===== config.mk =====
export PLATFORM = sky130hd
export DESIGN_NAME = byte_mem4
export DESIGN_NICKNAME = d
export VERILOG_FILES = /design/src/rtl/byte_mem_pkg.sv /design/src/rtl/byte_scan_fsm.sv /design/src/rtl/byte_mem4.sv
export SDC_FILE = /design/constraint.sdc
export NUM_CORES = 1
export LEC_CHECK = 0
export ABC_AREA = 1
export ABC_CLOCK_PERIOD_IN_PS = 1200
export CAP_MARGIN = 20
export CORE_MARGIN = 10
export CORE_UTILIZATION = 42
export CTS_CLUSTER_DIAMETER = 100
export DETAILED_ROUTE_END_ITERATION = 6
export GPL_TIMING_DRIVEN = 0
export PLACE_DENSITY = 0.75
export SKIP_LAST_GASP = 1
export SLEW_MARGIN = 40
export SYNTH_ARGS = -nofsm -noshare
export SYNTH_HDL_FRONTEND = slang
export SYNTH_SLANG_ARGS = --single-unit

===== constraint.sdc =====
create_clock -name clk -period 1.2 [get_ports clk]
set_input_delay 0.36 -clock clk [delete_from_list [all_inputs] [get_ports clk]]
set_output_delay 0.36 -clock clk [all_outputs]
set_load 0.02 [all_outputs]

===== src/rtl/byte_mem_pkg.sv =====
// Shared types and sizing for the 4-byte scanned memory.
package byte_mem_pkg;

    localparam int NUM_BYTES = 4;
    localparam int SCAN_LEN  = 4;
    localparam int AW        = $clog2(NUM_BYTES);

    typedef enum logic [1:0] {
        IDLE = 2'd0,
        SCAN = 2'd1,
        DONE = 2'd2
    } scan_state_t;

    // One resolved write: target byte already chosen between pointer and address.
    typedef struct packed {
        logic          fire;
        logic          bump;
        logic [AW-1:0] addr;
        logic [7:0]    data;
    } wr_req_t;

endpackage


===== src/rtl/byte_scan_fsm.sv =====
// Scan sequencer: walks sel over every byte once per start, then pulses scan_done.
// All outputs are registered and move together with the state.
module byte_scan_fsm
    import byte_mem_pkg::*;
(
    input  logic          clk,
    input  logic          rst_n,
    input  logic          clr,
    input  logic          start,
    output logic [AW-1:0] sel,
    output logic          sel_valid,
    output logic          scan_done,
    output logic          wr_ready
);

    localparam logic [AW-1:0] SEL_LAST = AW'(SCAN_LEN - 1);

    scan_state_t state;

    // State and registered outputs; clr aborts a scan silently, same as reset.
    always_ff @(posedge clk) begin
        if (!rst_n || clr) begin
            state     <= IDLE;
            sel       <= '0;
            sel_valid <= 1'b0;
            scan_done <= 1'b0;
            wr_ready  <= 1'b1;
        end else begin
            case (state)
                IDLE: begin
                    if (start) begin
                        state     <= SCAN;
                        sel       <= '0;
                        sel_valid <= 1'b1;
                        wr_ready  <= 1'b0;
                    end
                end
                SCAN: begin
                    if (sel == SEL_LAST) begin
                        state     <= DONE;
                        sel       <= '0;
                        sel_valid <= 1'b0;
                        scan_done <= 1'b1;
                        wr_ready  <= 1'b1;
                    end else begin
                        sel <= sel + 1'b1;
                    end
                end
                DONE: begin
                    state     <= IDLE;
                    scan_done <= 1'b0;
                end
                default: begin
                    state     <= IDLE;
                    sel       <= '0;
                    sel_valid <= 1'b0;
                    scan_done <= 1'b0;
                    wr_ready  <= 1'b1;
                end
            endcase
        end
    end

endmodule


===== src/rtl/byte_mem4.sv =====
// Four registered bytes with auto/explicit writes, written flags and a scan sequencer.
// Writes are blocked while scanning so the downstream selector sees stable data.
module byte_mem4
    import byte_mem_pkg::*;
#(
    parameter logic [7:0] INIT_VAL = 8'h00
)(
    input  logic          clk,
    input  logic          rst_n,
    input  logic          wr_valid,
    output logic          wr_ready,
    input  logic          wr_auto,
    input  logic [AW-1:0] wr_addr,
    input  logic [7:0]    wr_data,
    input  logic          clr,
    input  logic          start,
    output logic [7:0]    mem0,
    output logic [7:0]    mem1,
    output logic [7:0]    mem2,
    output logic [7:0]    mem3,
    output logic [AW-1:0] sel,
    output logic          sel_valid,
    output logic          scan_done,
    output logic          full,
    output logic [AW-1:0] wr_ptr
);

    logic [NUM_BYTES-1:0][7:0] mem_q;
    logic [NUM_BYTES-1:0]      written_q;
    wr_req_t                   req;

    byte_scan_fsm u_fsm (
        .clk       (clk),
        .rst_n     (rst_n),
        .clr       (clr),
        .start     (start),
        .sel       (sel),
        .sel_valid (sel_valid),
        .scan_done (scan_done),
        .wr_ready  (wr_ready)
    );

    assign req = '{
        fire: wr_valid & wr_ready,
        bump: wr_auto,
        addr: wr_auto ? wr_ptr : wr_addr,
        data: wr_data
    };

    // Storage, written flags and auto pointer; clr outranks a same-cycle write.
    always_ff @(posedge clk) begin
        if (!rst_n || clr) begin
            mem_q     <= {NUM_BYTES{INIT_VAL}};
            written_q <= '0;
            wr_ptr    <= '0;
        end else if (req.fire) begin
            mem_q[req.addr]     <= req.data;
            written_q[req.addr] <= 1'b1;
            if (req.bump)
                wr_ptr <= wr_ptr + 1'b1;
        end
    end

    assign full = &written_q;
    assign mem0 = mem_q[0];
    assign mem1 = mem_q[1];
    assign mem2 = mem_q[2];
    assign mem3 = mem_q[3];

endmodule


Word-level counts from Yosys, hierarchy flattened
Index checks and enable logic that the tools add are counted.
{"block": "totals", "elab_cells": 53, "mem_bits_ro": 0, "ff_bits": 45, "latch_bits": 0, "input_bits": 16, "memories": 0, "ram_bits": 0}
{"block": "op_classes", "n_shift": 0, "addsub": 2, "bitwise": 4, "eq_ne": 5, "n_reduce_logical": 10, "multipliers": 0, "div": 0, "magnitude_cmp": 2, "n_mux": 19}
{"op": "$bwmux W32", "count": 1}
{"op": "$demux W8 S2", "count": 1}
{"op": "$mux W2", "count": 5}
{"op": "$mux W8", "count": 1}
{"op": "$reduce_and A2 Y1", "count": 4}
{"op": "$pmux W1 S3", "count": 2}
{"op": "$pmux W2 S3", "count": 1}
{"op": "$mux W1", "count": 5}
{"op": "$add A2 B1 Y2 const B", "count": 2}
{"op": "$eq A2 B2 Y1 const B", "count": 2}
{"op": "$or A4 B4 Y4", "count": 1}
{"op": "$pmux W2 S2", "count": 1}
{"op": "$reduce_and A4 Y1", "count": 1}
{"op": "$lt A2 B3 Y1 const B", "count": 1}
{"op": "$reduce_and A3 Y1", "count": 1}
{"op": "$demux W1 S2", "count": 1}
{"op": "$eq A2 B1 Y1 const B", "count": 1}
{"op": "$ge A2 B1 Y1 const B", "count": 1}
{"op": "$logic_not A2 Y1", "count": 1}
{"op": "$ne A2 B1 Y1 const B", "count": 1}
{"op": "$ne A2 B2 Y1 const B", "count": 1}
{"op": "$not A1 Y1", "count": 2}
{"op": "$pmux W1 S2", "count": 1}
{"op": "$and A1 B1 Y1", "count": 1}
{"op": "other kinds (3)", "count": 3}

Logic depth before layout (Yosys ltp)
{"block": "depth", "word_depth": 6, "depth_mapped": 9}

Hierarchy
Synthesis repeated with hierarchy kept, for this count alone.
{"block": "hier_totals", "cells_unflattened": 280, "area_unflattened_um2": 1975.6}
{"mod": "byte_mem4", "area_each_um2": 1692.9, "seq_area_each_um2": 760.7, "instances": 1, "cells_each": 245}
{"mod": "byte_scan_fsm", "area_each_um2": 282.8, "seq_area_each_um2": 140.1, "instances": 1, "cells_each": 35}

Worst setup path before layout
OpenSTA, ideal clock, no wires.
{"block": "synth_path", "kind": "reg2reg", "from": "register u_fsm.wr_ready", "to": "register mem_q, in the netlist mem0[0]", "required_ps": 1136, "path_buffers": 1, "t_arrival_ps": 1318, "synth_period_minus_slack_ps": 1381, "slack_ps": -181, "stages_incl_launch_ff": 8, "path_cell_list": "dfxtp_1 -> nand2_2 -> inv_1 -> buf_6 -> nand3_2 -> nor2_2 -> nor2_1 -> nor2_1"}
{"block": "synth_via", "elab_chain_len": 1}
{"item": "start, declared", "line": "byte_scan_fsm.sv:13", "source": "output logic wr_ready"}
{"item": "start signal, assigned", "line": "byte_scan_fsm.sv:27", "source": "wr_ready <= 1'b1;"}
{"item": "start signal, assigned", "line": "byte_scan_fsm.sv:35", "source": "wr_ready <= 1'b0;"}
{"item": "start signal, assigned", "line": "byte_scan_fsm.sv:44", "source": "wr_ready <= 1'b1;"}
{"item": "$and A1 B1 Y1", "line": "byte_mem4.sv:44", "source": "fire: wr_valid & wr_ready,"}
{"item": "end signal, assigned", "line": "byte_mem4.sv:53", "source": "mem_q <= {NUM_BYTES{INIT_VAL}};"}
{"item": "end signal, assigned by index", "line": "byte_mem4.sv:57", "source": "mem_q[req.addr] <= req.data;"}
{"item": "end, declared", "line": "byte_mem4.sv:28", "source": "logic [NUM_BYTES-1:0][7:0] mem_q;"}
No other way between the ends.
A chain may end at the register's enable or synchronous reset.

Worst setup path after layout
{"block": "layout_path", "from": "register written_q[3]", "to": "output full"}
{"block": "layout_via", "elab_chain_len": 1}
{"item": "start, declared", "line": "byte_mem4.sv:29", "source": "logic [NUM_BYTES-1:0] written_q;"}
{"item": "start signal, assigned", "line": "byte_mem4.sv:54", "source": "written_q <= '0;"}
{"item": "start signal, assigned by index", "line": "byte_mem4.sv:58", "source": "written_q[req.addr] <= 1'b1;"}
{"item": "$reduce_and A4 Y1", "line": "byte_mem4.sv:64", "source": "assign full = &written_q;"}
{"item": "end, declared", "line": "byte_mem4.sv:24", "source": "output logic full,"}
No other way between the ends.

==> flow_summary.toml <==
[grt]
first_global_vias = 2003
grt.total_usage_pct = 15.9
gr-total-overflow = 0
grt_antenna_before_repair = 0
grt_max_degree = 13
grt_pass1_wl_mm = 9.85

[worst_setup_path]
cpPeakStageDelay_ns = 0.35
cp_data_required_time_ns = 0.84
critPathBufInv = 1
ff2ff_path_depth = 7
critical_path_class = "reg -> out"
start_kind = "register"
crit_fanout = 2
worst_path_max_delay_cell = "dfxtp_2"
cp_top_family = "flip-flops"
r2r-start = "u_fsm.wr_ready"
reg2reg_to = "mem2[1]"
crit_arrival_ns = 0.93
end_kind = "output pin"
cp_cell_sequence = "nand2_2 > nor2_4 > buf_6"
crit_path_start = "written_q[3]"
ff2ff_setup_slack_ns = -0.06

[clock_tree]
tritoncts = "done"
path_clk_slew_ns = 0.08
insertion_delay_ns = 0.29
clockRootBuffer = "clkbuf_8"
clock-sinks = 45
h-tree-depth = 2
hold_buffers = 0
clockBufferDepth = 2
cts_buffers = 5

[sta]
finalWorstSetupSlack_ns = -0.0899
setup_violations = 18
hold_ws_ns = 0.368
worst_slew_pin_slew_ns = 0.307
fmax_ghz = 0.775
min_period_ns = 1.29
relSlewSlack_pct = 79.5
drv_slew = 0
post-route-period-util_pct = 107
rsz0062_at_grt = "true"
skew_ns = 0.00605
hold_viol_final = 0

[route]
num_vias = 2187
vias_per_cell = 5.13
ant_nets = 0
routed_wl_mm = 6.89
firstDrtPassIters = 5
wl_per_cell_um = 16.2
drt_iter0_drc = 226
drc = 0

[yosys]
yosys.cell_count.top_type = "nor2_1"
synth_top_family_by_area = "simple AND/OR/NAND/NOR gates"
synth_warnings = 0
synth-simple-area-share_pct = 37.6
synthCells = 277
synth_xor_area_share_pct = 0
synth-compound-area-share_pct = 3.43
netlist_area_um2 = 1940
synth_mux_area_share_pct = 0
yosysTopAreaCell = "dfxtp_1"
synth-seq-cells = 45
synth_edf_count = 0
synth_adder_area_share_pct = 0.646
synth_area_leaders = "dfxtp_1 47%, nor2_1 13%, nand2_1 11%"
synth_seq_area_share_pct = 46.5
syn_avg_cell_area_um2 = 6.99
synth_top_area_share_pct = 46.5
synth_commonest_cells = "65 x nor2_1, 56 x nand2_1, 45 x dfxtp_1, 45 x inv_1, 17 x nand3_1"
syn_nets = 294
synth_flop_cell = "dfxtp_1"
yosysUniqueCellTypes = 23
async_reset_ff_share_pct = 0

[flow_run]
maxCapViolCount = 0

[layout]
num_antenna_cells = 0
syn_to_final_growth_pct = 59.9
fin_area_um2 = 3090
final_layout_size_suffix_gt1_share_pct = 42.0
nets = 391

[placed_design]
dpl_cell_area_um2 = 2580
dp_hpwl_mm = 3.73
gp_congestion = 0.795
io_buffer_count = 55

[power_and_ir_drop]
vdd_drop_max_mv = 0.818
power_mw = 3.15
p_leak_nw = 1.45
power_density_nw_per_um2 = 1020

[die]
io_pins = 56
row_count = 24
dieArea_um2 = 7720
core_um2 = 4410
die_w_um = 87.9
initial_core_util_pct = 43.8
fp.dieH_um = 87.9

[min_path]
min-delay-start = "start"
worstHoldPathType = "in -> reg"
min_to = "u_fsm.state[0]"
worstHoldPathCells = 3

[run_status]
outcome = "finished with violations"
violations = "negative setup slack"
## sequential cells by signal, summed over array words and instances (netlist names)
name	cells
mem0	8
u_fsm.state	2
u_fsm.scan_done	1
u_fsm.sel	2
mem2	8
mem1	8
mem3	8
u_fsm.wr_ready	1
u_fsm.sel_valid	1
written_q	4
wr_ptr	2
## worst reg2reg max path, stage by stage (launching register included)
cell     delay, ns
dfxtp_4       0.37
nand2_4       0.07
inv_2         0.07
buf_6         0.13
nand3_4       0.15
nor2_4        0.23
nor2_2        0.06
nor2_1        0.10
## per-layer routing
layer	GRT usage (%)	up-vias	share of wire [%]
met1	18.3	998	38
met3	3.62	28	7.6
met5	0	-	0
met2	27.1	120	51
met4	7.83	0	3.3
li1	-	1041	-
## power breakdown
part	internal, mW	switching, mW	total, mW	leakage (nW)
Combinational	0.289	0.371	0.660	1.03
Clock	0.457	0.481	0.939	0.0443
Sequential	1.53	0.0262	1.56	0.369
## worst max path at each step
stage | to | cells past startpoint | slack, ns
floorplan | mem0[0] | 7 | 0.003
global placement | mem3[2] | 6 | -0.72
detailed placement | mem3[1] | 6 | -0.78
CTS | full | 3 | -0.09
global route | full | 3 | -0.13
finish | full | 3 | -0.09
## cell usage in the layout (no fill, tap or decap), drive strengths merged, types with 8 or more instances in the layout
cell type / n
buf: 74
nor2: 72
nand2: 62
inv: 45
dfxtp: 45
nand3: 21
clkbuf: 13
nand4: 8
clkdlybuf4s50: 8
a21oi: 8
## repair_timing
action	4_1_cts	5_1_grt
endpoints found under the hold margin	0	0
setup endpoints to repair	84	50
pin swaps	11	51
setup buffers	20	7
gates resized for setup	203	71
cloned	7	2
## through the flow
stage	setup WS (ns)	utilization (%)	setup TNS [ns]	cells
2_1_floorplan	0.00254	-	0	277
3_3_place_gp	-0.721	58.4	-31.88	384
3_5_place_dp	-0.780	58.4	-33.83	384
4_1_cts	-0.0949	63.5	-0.0949	417
5_1_grt	-0.132	70.1	-2.53	426
6_report	-0.0899	70.1	-0.626	426
## kinds of logic after synthesis
| group | count (synthesis) |
|---|---|
| adders and majority gates | 1 |
| and+or+nand+nor | 165 |
| buffers and inverters | 54 |
| DFF | 45 |
| AOI/OAI and AO/OA | 12 |
## layout make-up
class | instances | area, um2
Inverter | 46 | 174
Clock buffer | 7 | 86.3
Timing Repair Buffer | 86 | 712
Sequential cell | 45 | 918
Buffer | 8 | 98.8
Multi-Input combinational cell | 182 | 1040
Tap cell | 52 | 65.1
Fill cell | 333 | 1320
Note: power is estimated with default switching activity, not from simulation.
